$ cat src/rtl/ble_ring_drain.sv
// rtl/ble_ring_drain.sv - BLE receive ring buffer drain: Wishbone read master to 8N1 UART transmitter
//
// Purpose:
//   Walks the RAM ring buffer ADR_LL..ADR_UL behind the UART receive writer. It
//   reads one byte per Wishbone cycle and transmits it as 8N1 serial on o_tx.
//   The bus is requested only while i_bus_gnt says the RAM port is free.
//
// Ports:
//   i_wb_clk, i_wb_rst_n   clock, asynchronous active-low reset
//   i_wr_ptr               writer's next-write address; reading stops when rd_ptr reaches it
//   i_flush                pulse, discard unread data (deferred to IDLE if a frame is in flight)
//   i_bus_gnt              RAM port free for this block (sampled in IDLE only)
//   o_wb_*/i_wb_*          Wishbone read master; only i_wb_rdt[7:0] is used
//   o_tx                   serial out, idle high
//   o_busy                 high outside IDLE
//   o_rd_ptr               current read pointer
//   o_err                  sticky ack-timeout flag, cleared only by reset
module ble_ring_drain #(
    parameter logic [31:0] ADR_LL       = 32'h00C00000,
    parameter logic [31:0] ADR_UL       = 32'h00C10000,
    parameter logic [31:0] STRIDE       = 32'd2,
    parameter int          CLKS_PER_BIT = 104,
    parameter int          ACK_TIMEOUT  = 15
) (
    input  logic        i_wb_clk,
    input  logic        i_wb_rst_n,
    input  logic [31:0] i_wr_ptr,
    input  logic        i_flush,
    input  logic        i_bus_gnt,
    output logic [31:0] o_wb_adr,
    output logic        o_wb_cyc,
    output logic        o_wb_we,
    output logic [3:0]  o_wb_sel,
    input  logic [31:0] i_wb_rdt,
    input  logic        i_wb_ack,
    output logic        o_tx,
    output logic        o_busy,
    output logic [31:0] o_rd_ptr,
    output logic        o_err
);

    typedef enum logic [2:0] {
        S_IDLE,
        S_REQ,
        S_START,
        S_DATA,
        S_STOP
    } state_t;

    // One counter serves both as the baud divider and as the ack-timeout timer,
    // since the two are never needed in the same state.
    localparam logic [15:0] BAUD_LAST = 16'(CLKS_PER_BIT - 1);
    localparam logic [15:0] ACK_LAST  = 16'(ACK_TIMEOUT - 1);

    state_t      r_state, w_state_nxt;
    logic [31:0] r_rd_ptr, w_rd_ptr_nxt;
    logic [7:0]  r_shift, w_shift_nxt;
    logic [15:0] r_baud, w_baud_nxt;
    logic [2:0]  r_bit, w_bit_nxt;
    logic        r_err, w_err_nxt;
    logic        r_flush_pend, w_flush_pend_nxt;
    logic [31:0] w_rd_ptr_sum;
    logic [31:0] w_rd_ptr_inc;
    logic        w_baud_done;
    logic        w_unused;

    // Same wrap compare as the writer, so both pointers land on ADR_LL together.
    assign w_rd_ptr_sum = r_rd_ptr + STRIDE;
    assign w_rd_ptr_inc = (w_rd_ptr_sum > ADR_UL) ? ADR_LL : w_rd_ptr_sum;
    assign w_baud_done  = (r_baud == BAUD_LAST);
    assign w_unused     = &{1'b0, i_wb_rdt[31:8]};

    always_ff @(posedge i_wb_clk or negedge i_wb_rst_n) begin
        if (!i_wb_rst_n) begin
            r_state      <= S_IDLE;
            r_rd_ptr     <= ADR_LL;
            r_shift      <= 8'h00;
            r_baud       <= 16'd0;
            r_bit        <= 3'd0;
            r_err        <= 1'b0;
            r_flush_pend <= 1'b0;
        end else begin
            r_state      <= w_state_nxt;
            r_rd_ptr     <= w_rd_ptr_nxt;
            r_shift      <= w_shift_nxt;
            r_baud       <= w_baud_nxt;
            r_bit        <= w_bit_nxt;
            r_err        <= w_err_nxt;
            r_flush_pend <= w_flush_pend_nxt;
        end
    end

    always_comb begin
        w_state_nxt      = r_state;
        w_rd_ptr_nxt     = r_rd_ptr;
        w_shift_nxt      = r_shift;
        w_baud_nxt       = r_baud;
        w_bit_nxt        = r_bit;
        w_err_nxt        = r_err;
        w_flush_pend_nxt = r_flush_pend;
        o_tx             = 1'b1;

        // A flush seen mid-frame waits for IDLE so the frame on the wire is never cut.
        if (r_state != S_IDLE && i_flush) begin
            w_flush_pend_nxt = 1'b1;
        end

        case (r_state)
            S_IDLE: begin
                if (i_flush || r_flush_pend) begin
                    w_rd_ptr_nxt     = i_wr_ptr;
                    w_flush_pend_nxt = 1'b0;
                end else if (r_rd_ptr != i_wr_ptr && i_bus_gnt) begin
                    w_state_nxt = S_REQ;
                    w_baud_nxt  = 16'd0;
                end
            end
            S_REQ: begin
                if (i_wb_ack) begin
                    w_shift_nxt  = i_wb_rdt[7:0];
                    w_rd_ptr_nxt = w_rd_ptr_inc;
                    w_baud_nxt   = 16'd0;
                    w_state_nxt  = S_START;
                end else if (r_baud == ACK_LAST) begin
                    // Pointer is left alone so the same byte is retried.
                    w_err_nxt   = 1'b1;
                    w_baud_nxt  = 16'd0;
                    w_state_nxt = S_IDLE;
                end else begin
                    w_baud_nxt = r_baud + 16'd1;
                end
            end
            S_START: begin
                o_tx = 1'b0;
                if (w_baud_done) begin
                    w_baud_nxt  = 16'd0;
                    w_bit_nxt   = 3'd0;
                    w_state_nxt = S_DATA;
                end else begin
                    w_baud_nxt = r_baud + 16'd1;
                end
            end
            S_DATA: begin
                o_tx = r_shift[0];
                if (w_baud_done) begin
                    w_baud_nxt  = 16'd0;
                    w_shift_nxt = {1'b0, r_shift[7:1]};
                    if (r_bit == 3'd7) begin
                        w_bit_nxt   = 3'd0;
                        w_state_nxt = S_STOP;
                    end else begin
                        w_bit_nxt = r_bit + 3'd1;
                    end
                end else begin
                    w_baud_nxt = r_baud + 16'd1;
                end
            end
            S_STOP: begin
                if (w_baud_done) begin
                    w_baud_nxt  = 16'd0;
                    w_state_nxt = S_IDLE;
                end else begin
                    w_baud_nxt = r_baud + 16'd1;
                end
            end
            default: begin
                w_state_nxt = S_IDLE;
            end
        endcase
    end

    assign o_wb_adr = r_rd_ptr;
    assign o_wb_cyc = (r_state == S_REQ);
    assign o_wb_we  = 1'b0;
    assign o_wb_sel = 4'b0001;
    assign o_busy   = (r_state != S_IDLE);
    assign o_rd_ptr = r_rd_ptr;
    assign o_err    = r_err;

endmodule
$ cat config.mk
export PLATFORM = sky130hd
export DESIGN_NAME = ble_ring_drain
export DESIGN_NICKNAME = d
export VERILOG_FILES = /design/src/rtl/ble_ring_drain.sv
export SDC_FILE = /design/constraint.sdc
export NUM_CORES = 1
export LEC_CHECK = 0
export BUFFER_PORTS_ARGS = -buffer_cell sky130_fd_sc_hd__buf_2
export CORE_AREA = 3 3 105 97
export CTS_CLUSTER_DIAMETER = 40
export CTS_CLUSTER_SIZE = 10
export DETAILED_ROUTE_END_ITERATION = 8
export DIE_AREA = 0 0 108 100
export GPL_TIMING_DRIVEN = 0
export PLACE_DENSITY = 0.82
export SETUP_SLACK_MARGIN = 0.5
export SYNTH_ARGS = -nofsm -noshare
export SYNTH_HDL_FRONTEND = slang
export SYNTH_SLANG_ARGS = --single-unit
$ cat constraint.sdc
create_clock -name i_wb_clk -period 5.8 [get_ports i_wb_clk]
set_input_delay 0.29 -clock i_wb_clk [delete_from_list [all_inputs] [get_ports i_wb_clk]]
set_output_delay 0.29 -clock i_wb_clk [all_outputs]
set_load 0.02 [all_outputs]
---- Word level (Yosys, flattened, before mapping) ----
Index checks and enable logic that the tools add are counted.
word-level totals
  register bits ........................... 64
  latch bits .............................. 0
  RAM bits ................................ 0
  ROM bits ................................ 0
  bits of input ports ..................... 69
  output and inout bits ................... 73
  logic and storage cells ................. 74
  memories ................................ 0
operators by class
  $add $sub $neg .......................... 3
  $mul .................................... 0
  div/mod/pow operators ................... 0
  magnitude comparators ................... 1
  eq/ne operators ......................... 17
  shift-type cells ........................ 0
  mux-type cells .......................... 29
  bitwise gates (word level) .............. 1
  reductions and logical operators ........ 16
operator list
  kind                     number
  $mux W32                 3
  $mux W16                 5
  $pmux W32 S2             1
  $pmux W16 S3             1
  $add A32 B2 Y32 const B  1
  $gt A32 B24 Y1 const B   1
  $ne A32 B32 Y1           1
  $mux W3                  10
  $add A16 B1 Y16 const B  1
  $eq A16 B4 Y1 const B    1
  $eq A16 B7 Y1 const B    1
  $mux W8                  2
  $pmux W8 S2              1
  $pmux W3 S5              1
  $reduce_and A3 Y1        5
  $ne A2 B2 Y1 const B     7
  $reduce_and A7 Y1        1
  $eq A3 B2 Y1 const B     2
  $eq A3 B3 Y1 const B     2
  $pmux W3 S2              1
  $reduce_bool A2 Y1       3
  $reduce_bool A3 Y1       2
  $add A3 B1 Y3 const B    1
  $eq A3 B1 Y1 const B     1
  9 further kinds          12

---- Logic depth before layout (Yosys ltp) ----
Gate-level depths: netlist of the first run.
  word-level depth ........................ 5
  depth in mapped cells ................... 12
  depth with buffers taken out ............ 9

---- Least setup slack after synthesis of the first run ----
OpenSTA, ideal clock, no wires.
  kind .................................... reg2reg
  start point ............................. reg r_rd_ptr[23], in the netlist o_rd_ptr[23]
  end point ............................... reg r_rd_ptr[5], in the netlist o_rd_ptr[5]
  library setup time ...................... 104 ps
  data arrival time ....................... 2915 ps
  slack ................................... 2781 ps
  stages on the path, launching flop included .. 11
  buffers on the path ..................... 2
  path through ............................ dfstp_2 clkbuf_1 nand4_1 or4_1 or4b_1 o21ai_2 o211ai_4 a211oi_4 o21ai_2 buf_6 o311ai_1
on the way
  longest elaborated chain between the ends .. 5
ends and longest elaborated chain
  what                      RTL line  RTL
  start: declaration        56        logic [31:0] r_rd_ptr, w_rd_ptr_nxt;
  start signal: assignment  84        r_rd_ptr <= w_rd_ptr_nxt;
  $add A32 B2 Y32           68        assign w_rd_ptr_sum = r_rd_ptr + STRIDE;
  $gt A32 B24 Y1            69        assign w_rd_ptr_inc = (w_rd_ptr_sum > ADR_UL) ? ADR_LL : w_rd_ptr_sum;
  $mux W32                  69
  $mux W32                  119       if (i_wb_ack) begin
  $pmux W32 S2              108       case (r_state)
Every way passes these cells. The select of a mux whose other input is x is not followed.
A chain may end at the register's enable or synchronous reset.

---- Final worst setup path of the first run ----
  start point ............................. reg r_rd_ptr[1], in the netlist o_rd_ptr[1]
  end point ............................... reg r_rd_ptr[12], in the netlist o_rd_ptr[12]
on the way
  longest elaborated chain between the ends .. 5
ends and longest elaborated chain
  what                 RTL line
  $add A32 B2 Y32 (*)  68
  $gt A32 B24 Y1       69
  $mux W32 (*)         69
  $mux W32 (*)         119
  $pmux W32 S2 (*)     108
Every way passes the cells marked *; elsewhere a longest branch is shown, timed or not. The select of a mux whose other input is x is not followed.

==> impl_metrics.csv, run 1 <==
group,metric,value,unit
global_routing,antenna_found_initial,0,
setup_path,slowest_stage,"nor3_2",
route,vias,5263,
route,routedWlPerCell,17.67,um
clocking,insertion_delay,0.35,ns
sta,fin_crit_sh,67.29,%
finish,seq_area,1604,um^2
route,wl_met2,6953,um
yosys,synthFlopType,"dfrtp_1",
setup_path,required,6.03,ns
clocking,cts_buffers,9,
route,first_pass_iters,5,
sta,drv_slew,0,
placed_design,dp_hpwl,11270,um
yosys,synthSimpleGateAreaFrac,26.45,%
yosys,synth-seq-area-share,32.38,%
yosys,syn_area,4954,um^2
sta,rsz0062_at_grt,"no",
clocking,clock_sinks,64,
yosys,ys.warnings.count,0,
finish,multi_input_area,2791,um^2
route,drt_wl_total,15430,um
placed_design,portBuffers,111,
floorplanning,ios,142,
global_routing,grt_pass1_vias,4903,
finish,syn2layout_area_growth,19.45,%
setup_path,crit_path_end_kind,"flip-flop",
sta,holdWs,0.03275,ns
yosys,netlist.area_leader.share,31.32,%
floorplanning,core,9125,um^2
setup_path,cpPeakStageDelay,0.61,ns
yosys,synth_top_cell_by_area,"dfrtp_1",
floorplanning,std_cell_rows,33,
sta,tightest_slew,1.145,ns
clocking,cts_buffer_depth,2,
pwr,p_total,2.841,mW
global_routing,grt_max_degree,65,
finish,fin_nets,820,
placed_design,gp_congestion,0.9759,
yosys,synthAdderAreaFrac,1.263,%
route,ant_nets,0,
placed_design,dp_worst_setup_slack,2.076,ns
finish,design_area,5917,um^2
pwr,ir_drop,0.3062,mV
finish,final_util,64.84,%
yosys,syn_area_per_cell,7.977,um^2
clocking,cts_resized,0,
finish,n_fill_cell,791,
yosys,synth_edf_count,0,
clocking,postCtsSetupRepairBufs,0,
run_status,status,"finished, final reports clean",
clocking,root_buffer,"clkbuf_8",
yosys,yosys_register_bits,64,
yosys,syn_inst,621,
route,met1Wirelength,6751,um
route,drcViolationCount,0,
clocking,cts_max_level,3,
sta,slew-limit-headroom,23.65,%
yosys,synth_area_leaders,"dfrtp_1 31%, buf_4 6.4%, nand2_1 6.2%",
finish,n_antenna_cell,0,
global_routing,grt_first_pass_wirelength,24810,um
route,avgViaCountPerCell,6.029,
route,first_iter_violations,395,
route,top_layer_used,"met4",
sta,hold_viol_final,0,
finish,final_cells,873,
floorplanning,die_y,100,um
setup_path,cp.depth,10,
floorplanning,initial_core_util,54.28,%
setup_path,crit_buf_inv,2,
setup_path,arrival,4.13,ns
sta,layout_min_cycle_time,3.903,ns
global_routing,grt.overflow.total,0,
setup_path,worstSetupPathType,"flip-flop to flip-flop",
sta,setup_ws,1.897,ns
sta,setup_tns,0,ns
pwr,power_density,480.2,nW/um^2
placed_design,postPlaceCellArea,5675,um^2
pwr,p_leak,2.752,nW
floorplanning,design.die.area,10800,um^2
clocking,cts_tree,"built",
route,wl_met3,1521,um
placed_design,placed_cells_incl_taps,857,
yosys,synth_compound_area_share,19.90,%
clocking,postCtsHoldBufs,0,
setup_path,critPathTopFamily,"simple AND/OR/NAND/NOR gates",
sta,max_freq,256.2,MHz
sta,setup_viol,0,
setup_path,start_kind,"flip-flop",
clocking,path_clk_slew,0.08,ns
setup_path,cp_common_cell,"nand4_1",
finish,drive_above_1_share,26.76,%
min_path,hold_class,"input port to asynchronous set/reset pin",
yosys,synth_top_family_by_area,"simple AND/OR/NAND/NOR gates",
yosys,synth_mux_area_share,1.642,%
setup_path,worstPathMaxFanout,10,
job,cap_violations,0,
setup_path,crit_chain,"clkbuf_1, nand4_1, nor3_2, nand4_1, nor4bb_1, o211ai_4, nor2_1, o21ai_2, buf_6, o311ai_1",
yosys,synth_xor_area_share,6.719,%
sta,clock_skew,0.01010,ns
floorplanning,die_x,108,um
yosys,async_flop_share,100.0,%
global_routing,grt.total_usage,28.96,%
setup_path,r2r.worst_path.cells,10,
yosys,yosysUniqueCellTypes,66,
==> flip-flops by register name, indices dropped and copies added (netlist names) <==
name          count
r_flush_pend      1
o_rd_ptr         32
r_bit             3
r_baud           16
r_state           3
o_err             1
r_shift           8
==> final cells by class <==
cell class                 instances  area share, %
multi-input combinational        462          47.18
inverter                          13         0.8247
timing repair buffer             111          9.431
clock inverter                     7          1.988
clock buffer                       9          2.093
buffer                            85          8.797
sequential                        64          27.11
tap                              122          2.580
==> cell usage after synthesis (5+ instances only) <==
master and count:
nand2_1 82, dfrtp_1 62, nand3_1 43, buf_4 42, nor2_1 39, o21ai_0 39
xor2_1 35, a21oi_1 29, clkbuf_1 26, nor3_1 22, and3_1 16, nor4_1 16
buf_2 13, nand4_1 12, o31ai_1 12, inv_1 11, a221oi_1 10, o311ai_1 10
mux2i_1 7, a31oi_1 6, ha_1 5
==> path summary, 6_finish.rpt <==
path                              from           end  slack [ns]
min reg2reg                      o_err         o_err        0.48
max reg2reg                o_rd_ptr[1]  o_rd_ptr[12]        1.90
min                         i_wb_rst_n  o_rd_ptr[25]        0.03
min in group i_wb_clk      i_wr_ptr[0]   o_rd_ptr[0]        0.16
max                        o_rd_ptr[1]  o_rd_ptr[12]        1.90
max in group asynchronous   i_wb_rst_n     r_baud[9]        5.21
==> worst reg2reg max path, stage by stage (launching register included) <==
cell      delay (ns)
dfrtp_1         0.39
clkbuf_1        0.39
nand4_1         0.27
nor3_2          0.61
nand4_1         0.21
nor4bb_1        0.60
o211ai_4        0.26
nor2_1          0.37
o21ai_2         0.20
buf_6           0.20
o311ai_1        0.29
==> where the power goes <==
part / leakage [nW] / internal [mW] / switching, mW
clock network: 0.124 / 0.287 / 0.198
logic: 1.79 / 0.590 / 1.03
registers: 0.838 / 0.579 / 0.161
total: 2.75 / 1.46 / 1.39
==> metal layers <==
metal | up-vias | global-route usage (%)
met4 | 0 | 8.155
met3 | 23 | 5.852
met5 | - | 0
li1 | 2462 | -
met1 | 2489 | 40.72
met2 | 289 | 45.55
==> cells in the final DEF, fill, tap and decap left out, types with 4 or more instances in the layout <==
cell      netlist  final
o21ai_0        39     39
a21oi_1        29     29
mux2i_1         7      7
clkbuf_8        0      9
nor2b_1         4      4
o31ai_1        12     12
buf_4          42     43
and3_1         16     16
and2_1          4      4
conb_1          2      5
nand3b_1        4      4
buf_2          13    123
ha_1            5      5
dfrtp_1        62     62
nor2_1         39     39
nand2_1        82     82
a221oi_1       10     10
clkbuf_1       26     26
inv_1          11     11
a31oi_1         6      6
or3_1           4      4
nand3_1        43     43
and4_1          4      4
o311ai_1       10     10
nand4_1        12     12
o41ai_1         4      4
nor4_1         16     16
xor2_1         35     35
nor3_1         22     22
==> cell families (layout without fill, tap and decap cells) <==
family                     after synthesis  in the layout
AOI/OAI and AO/OA                      142            142
xor gates and xnor gates                38             38
adders and majority gates                5              5
buffers and inverters                   98            225
DFF                                     64             64
muxes                                    8              8
other                                    2              5
and+or+nand+nor                        264            264
No activity file was read; power rests on OpenSTA's default activity.
==> run 2, diff against run 1 <==
--- a/config.mk
+++ b/config.mk
@@ -5,14 +5,15 @@
 export SDC_FILE = /design/constraint.sdc
 export NUM_CORES = 1
 export LEC_CHECK = 0
+export ABC_AREA = 1
 export BUFFER_PORTS_ARGS = -buffer_cell sky130_fd_sc_hd__buf_2
-export CORE_AREA = 3 3 105 97
+export CORE_AREA = 3 3 115 106
 export CTS_CLUSTER_DIAMETER = 40
 export CTS_CLUSTER_SIZE = 10
 export DETAILED_ROUTE_END_ITERATION = 8
-export DIE_AREA = 0 0 108 100
+export DIE_AREA = 0 0 118 109
 export GPL_TIMING_DRIVEN = 0
-export PLACE_DENSITY = 0.82
+export PLACE_DENSITY = 0.77
 export SETUP_SLACK_MARGIN = 0.5
 export SYNTH_ARGS = -nofsm -noshare
 export SYNTH_HDL_FRONTEND = slang
==> constraint.sdc (replaced) <==
create_clock -name i_wb_clk -period 3.4 [get_ports i_wb_clk]
set_input_delay 0.17 -clock i_wb_clk [delete_from_list [all_inputs] [get_ports i_wb_clk]]
set_output_delay 0.17 -clock i_wb_clk [all_outputs]
set_load 0.02 [all_outputs]
==> impl_metrics.csv, run 2 <==
group,metric,value,unit
run_status,status,"finished, final reports clean",
setup_path,worstSetupPathType,"flip-flop to flip-flop",
setup_path,r2r_setup_slack,0.79,ns
pwr,p_seq_share,24.5,%
pwr,p_switching,3.178,mW
floorplanning,die_x,118,um
floorplanning,core,10950,um^2
yosys,synth-seq-area-share,29.88,%
finish,layout_common_cells,"178 x nand2_1, 112 x buf_2, 105 x nor2_1",
route,routedWlPerCell,13.41,um
finish,final_util,59.00,%
placed_design,portBuffers,111,
yosys,synth_edf_count,0,
yosys,synthFlopType,"dfrtp_1",
pwr,pwr-share-comb,59.1,%
yosys,yosys_register_bits,64,
global_routing,grt.overflow.total,0,
min_path,hold_class,"input port to flip-flop",
clocking,cts_max_level,3,
route,first_pass_iters,5,
route,drcViolationCount,0,
yosys,netlist.area_leader.share,28.90,%
sta,holdWs,0.09060,ns
floorplanning,die_y,109,um
setup_path,r2r.worst_path.cells,11,
min_path,min_from,"i_wb_rdt[3]",
yosys,syn_area,5368,um^2
route,vias,5297,
yosys,ys.warnings.count,0,
clocking,cts_buffer_depth,2,
finish,final_common_cell,"nand2_1",
clocking,clock_sinks,64,
clocking,cts_buffers,9,
sta,setup_tns,0,ns
yosys,syn_inst,771,
global_routing,grt_first_pass_wirelength,23280,um
sta,setup_viol,0,
sta,hold_viol_final,0,
placed_design,dp_hpwl,10870,um
setup_path,start_kind,"flip-flop",
finish,drive_above_1_share,26.50,%
yosys,async_flop_share,100.0,%
pwr,switching_share,51.15,%
route,avgViaCountPerCell,5.026,
clocking,cts_resized,0,
setup_path,arrival,2.89,ns
pwr,power_density,962.2,nW/um^2
floorplanning,std_cell_rows,36,
finish,n_antenna_cell,0,
min_path,whs_endpoint,"r_shift[3]",
clocking,path_clk_slew,0.06,ns
finish,syn2layout_area_growth,20.30,%
setup_path,worstPathMaxFanout,10,
route,ant_nets,0,
clocking,postCtsHoldBufs,1,
global_routing,grt_max_degree,65,
global_routing,grt_pass1_vias,4754,
route,first_iter_violations,387,
sta,rsz0062_at_grt,"no",
global_routing,grt.total_usage,22.29,%
placed_design,gp_congestion,0.9404,
finish,seq_area,1604,um^2
yosys,synth_top_cell_by_area,"dfrtp_1",
clocking,insertion_delay,0.34,ns
setup_path,required,3.68,ns
pwr,p_int,3.035,mW
sta,tightest_slew,0.8404,ns
finish,fin_nets,971,
sta,layout_min_cycle_time,2.613,ns
global_routing,antenna_found_initial,0,
floorplanning,design.die.area,12860,um^2
clocking,postCtsSetupRepairBufs,0,
yosys,syn_area_per_cell,6.962,um^2
setup_path,rr_startpoint,"o_rd_ptr[23]",
floorplanning,ios,142,
clocking,cts_tree,"built",
yosys,yosysMostFrequentCell,"nand2_1",
yosys,synthTopCellsByCount,"178 x nand2_1, 105 x nor2_1, 83 x inv_1, 62 x dfrtp_1, 59 x nand3_1",
job,cap_violations,0,
pwr,power.share.clock,16.3,%
pwr,ir_drop,0.5331,mV
finish,largest_register_ffs,32,
sta,clock_skew,0.009831,ns
sta,slew-limit-headroom,43.97,%
yosys,yosysUniqueCellTypes,40,
sta,fin_crit_sh,76.85,%
setup_path,crit_path_end_kind,"flip-flop",
sta,max_freq,382.7,MHz
min_path,hold_depth,3,
setup_path,reg2reg_to,"r_baud[6]",
pwr,p_leak,3.122,nW
yosys,synth_area_leaders,"dfrtp_1 29%, nand2_1 12%, nor2_1 7.3%",
clocking,root_buffer,"clkbuf_16",
route,drt_wl_total,14140,um
finish,multi_input_area,3045,um^2
sta,drv_slew,0,
finish,n_fill_cell,1054,
floorplanning,initial_core_util,49.04,%
## run 2: kinds of logic after synthesis
logic type / share of synthesized area, %
AND/OR/NAND/NOR: 36.11
flip-flops: 29.88
other: 0.1399
AO/OA/AOI/OAI: 10.82
XOR/XNOR: 8.298
buffers and inverters: 13.59
adder cells (fa/ha/maj): 1.166
## run 2: metal layers
| layer | GRT usage [%] | routed length [um] |
|---|---|---|
| met5 | 0 | 0 |
| met4 | 5.439 | 163 |
| met3 | 4.979 | 924 |
| met2 | 34.26 | 6091 |
| met1 | 32.08 | 6955 |
## run 2: power by group through the flow
| stage | Sequential, mW | Clock [mW] | Combinational [mW] |
|---|---|---|---|
| finish | 1.53 | 1.01 | 3.67 |
| global route | 1.59 | 1.05 | 4.06 |
| CTS | 1.52 | 1.03 | 3.68 |
| detailed placement | 1.53 | 0 | 3.66 |
| global placement | 1.52 | 0 | 3.60 |
| floorplan | 1.65 | 0 | 2.51 |
## run 2: metrics by stage
stage	area (um^2)	std cells	power (mW)	setup slack, ns
finish	6457	1054	6.213	0.7870
global route	6457	1054	6.703	0.5722
CTS	6457	1054	6.223	0.8253
detailed placement	6127	1037	5.187	0.8484
global placement	6125	1037	5.120	0.8754
floorplan	5379	774	4.164	1.133
## run 2: layout make-up
cell class,instances,share of cell area [%]
inverter,84,4.883
buffer,58,6.413
tap,152,2.945
clock inverter,7,1.473
clock buffer,9,3.488
sequential,64,24.84
multi-input combinational,568,47.16
timing repair buffer,112,8.797
## run 2: critical path, cell delays in order, from the launching register on
cell and delay, ns:
dfstp_2 0.64, inv_1 0.08, nand2_1 0.06, nand4_1 0.16
nor3_1 0.16, nand3_1 0.19, o21ai_0 0.23, nand2_1 0.09
nand3_1 0.27, clkbuf_1 0.46, nand2_1 0.12, nand3_1 0.09
## run 2: worst max-delay path by stage
stage | cells past startpoint | slack [ns] | start | end
finish | 11 | 0.79 | o_rd_ptr[23] | r_baud[6]
global route | 14 | 0.57 | o_rd_ptr[1] | o_rd_ptr[12]
CTS | 14 | 0.83 | o_rd_ptr[1] | o_rd_ptr[3]
detailed placement | 11 | 0.85 | o_rd_ptr[23] | r_baud[13]
global placement | 11 | 0.88 | o_rd_ptr[23] | r_baud[8]
floorplan | 14 | 1.13 | o_rd_ptr[1] | o_rd_ptr[13]
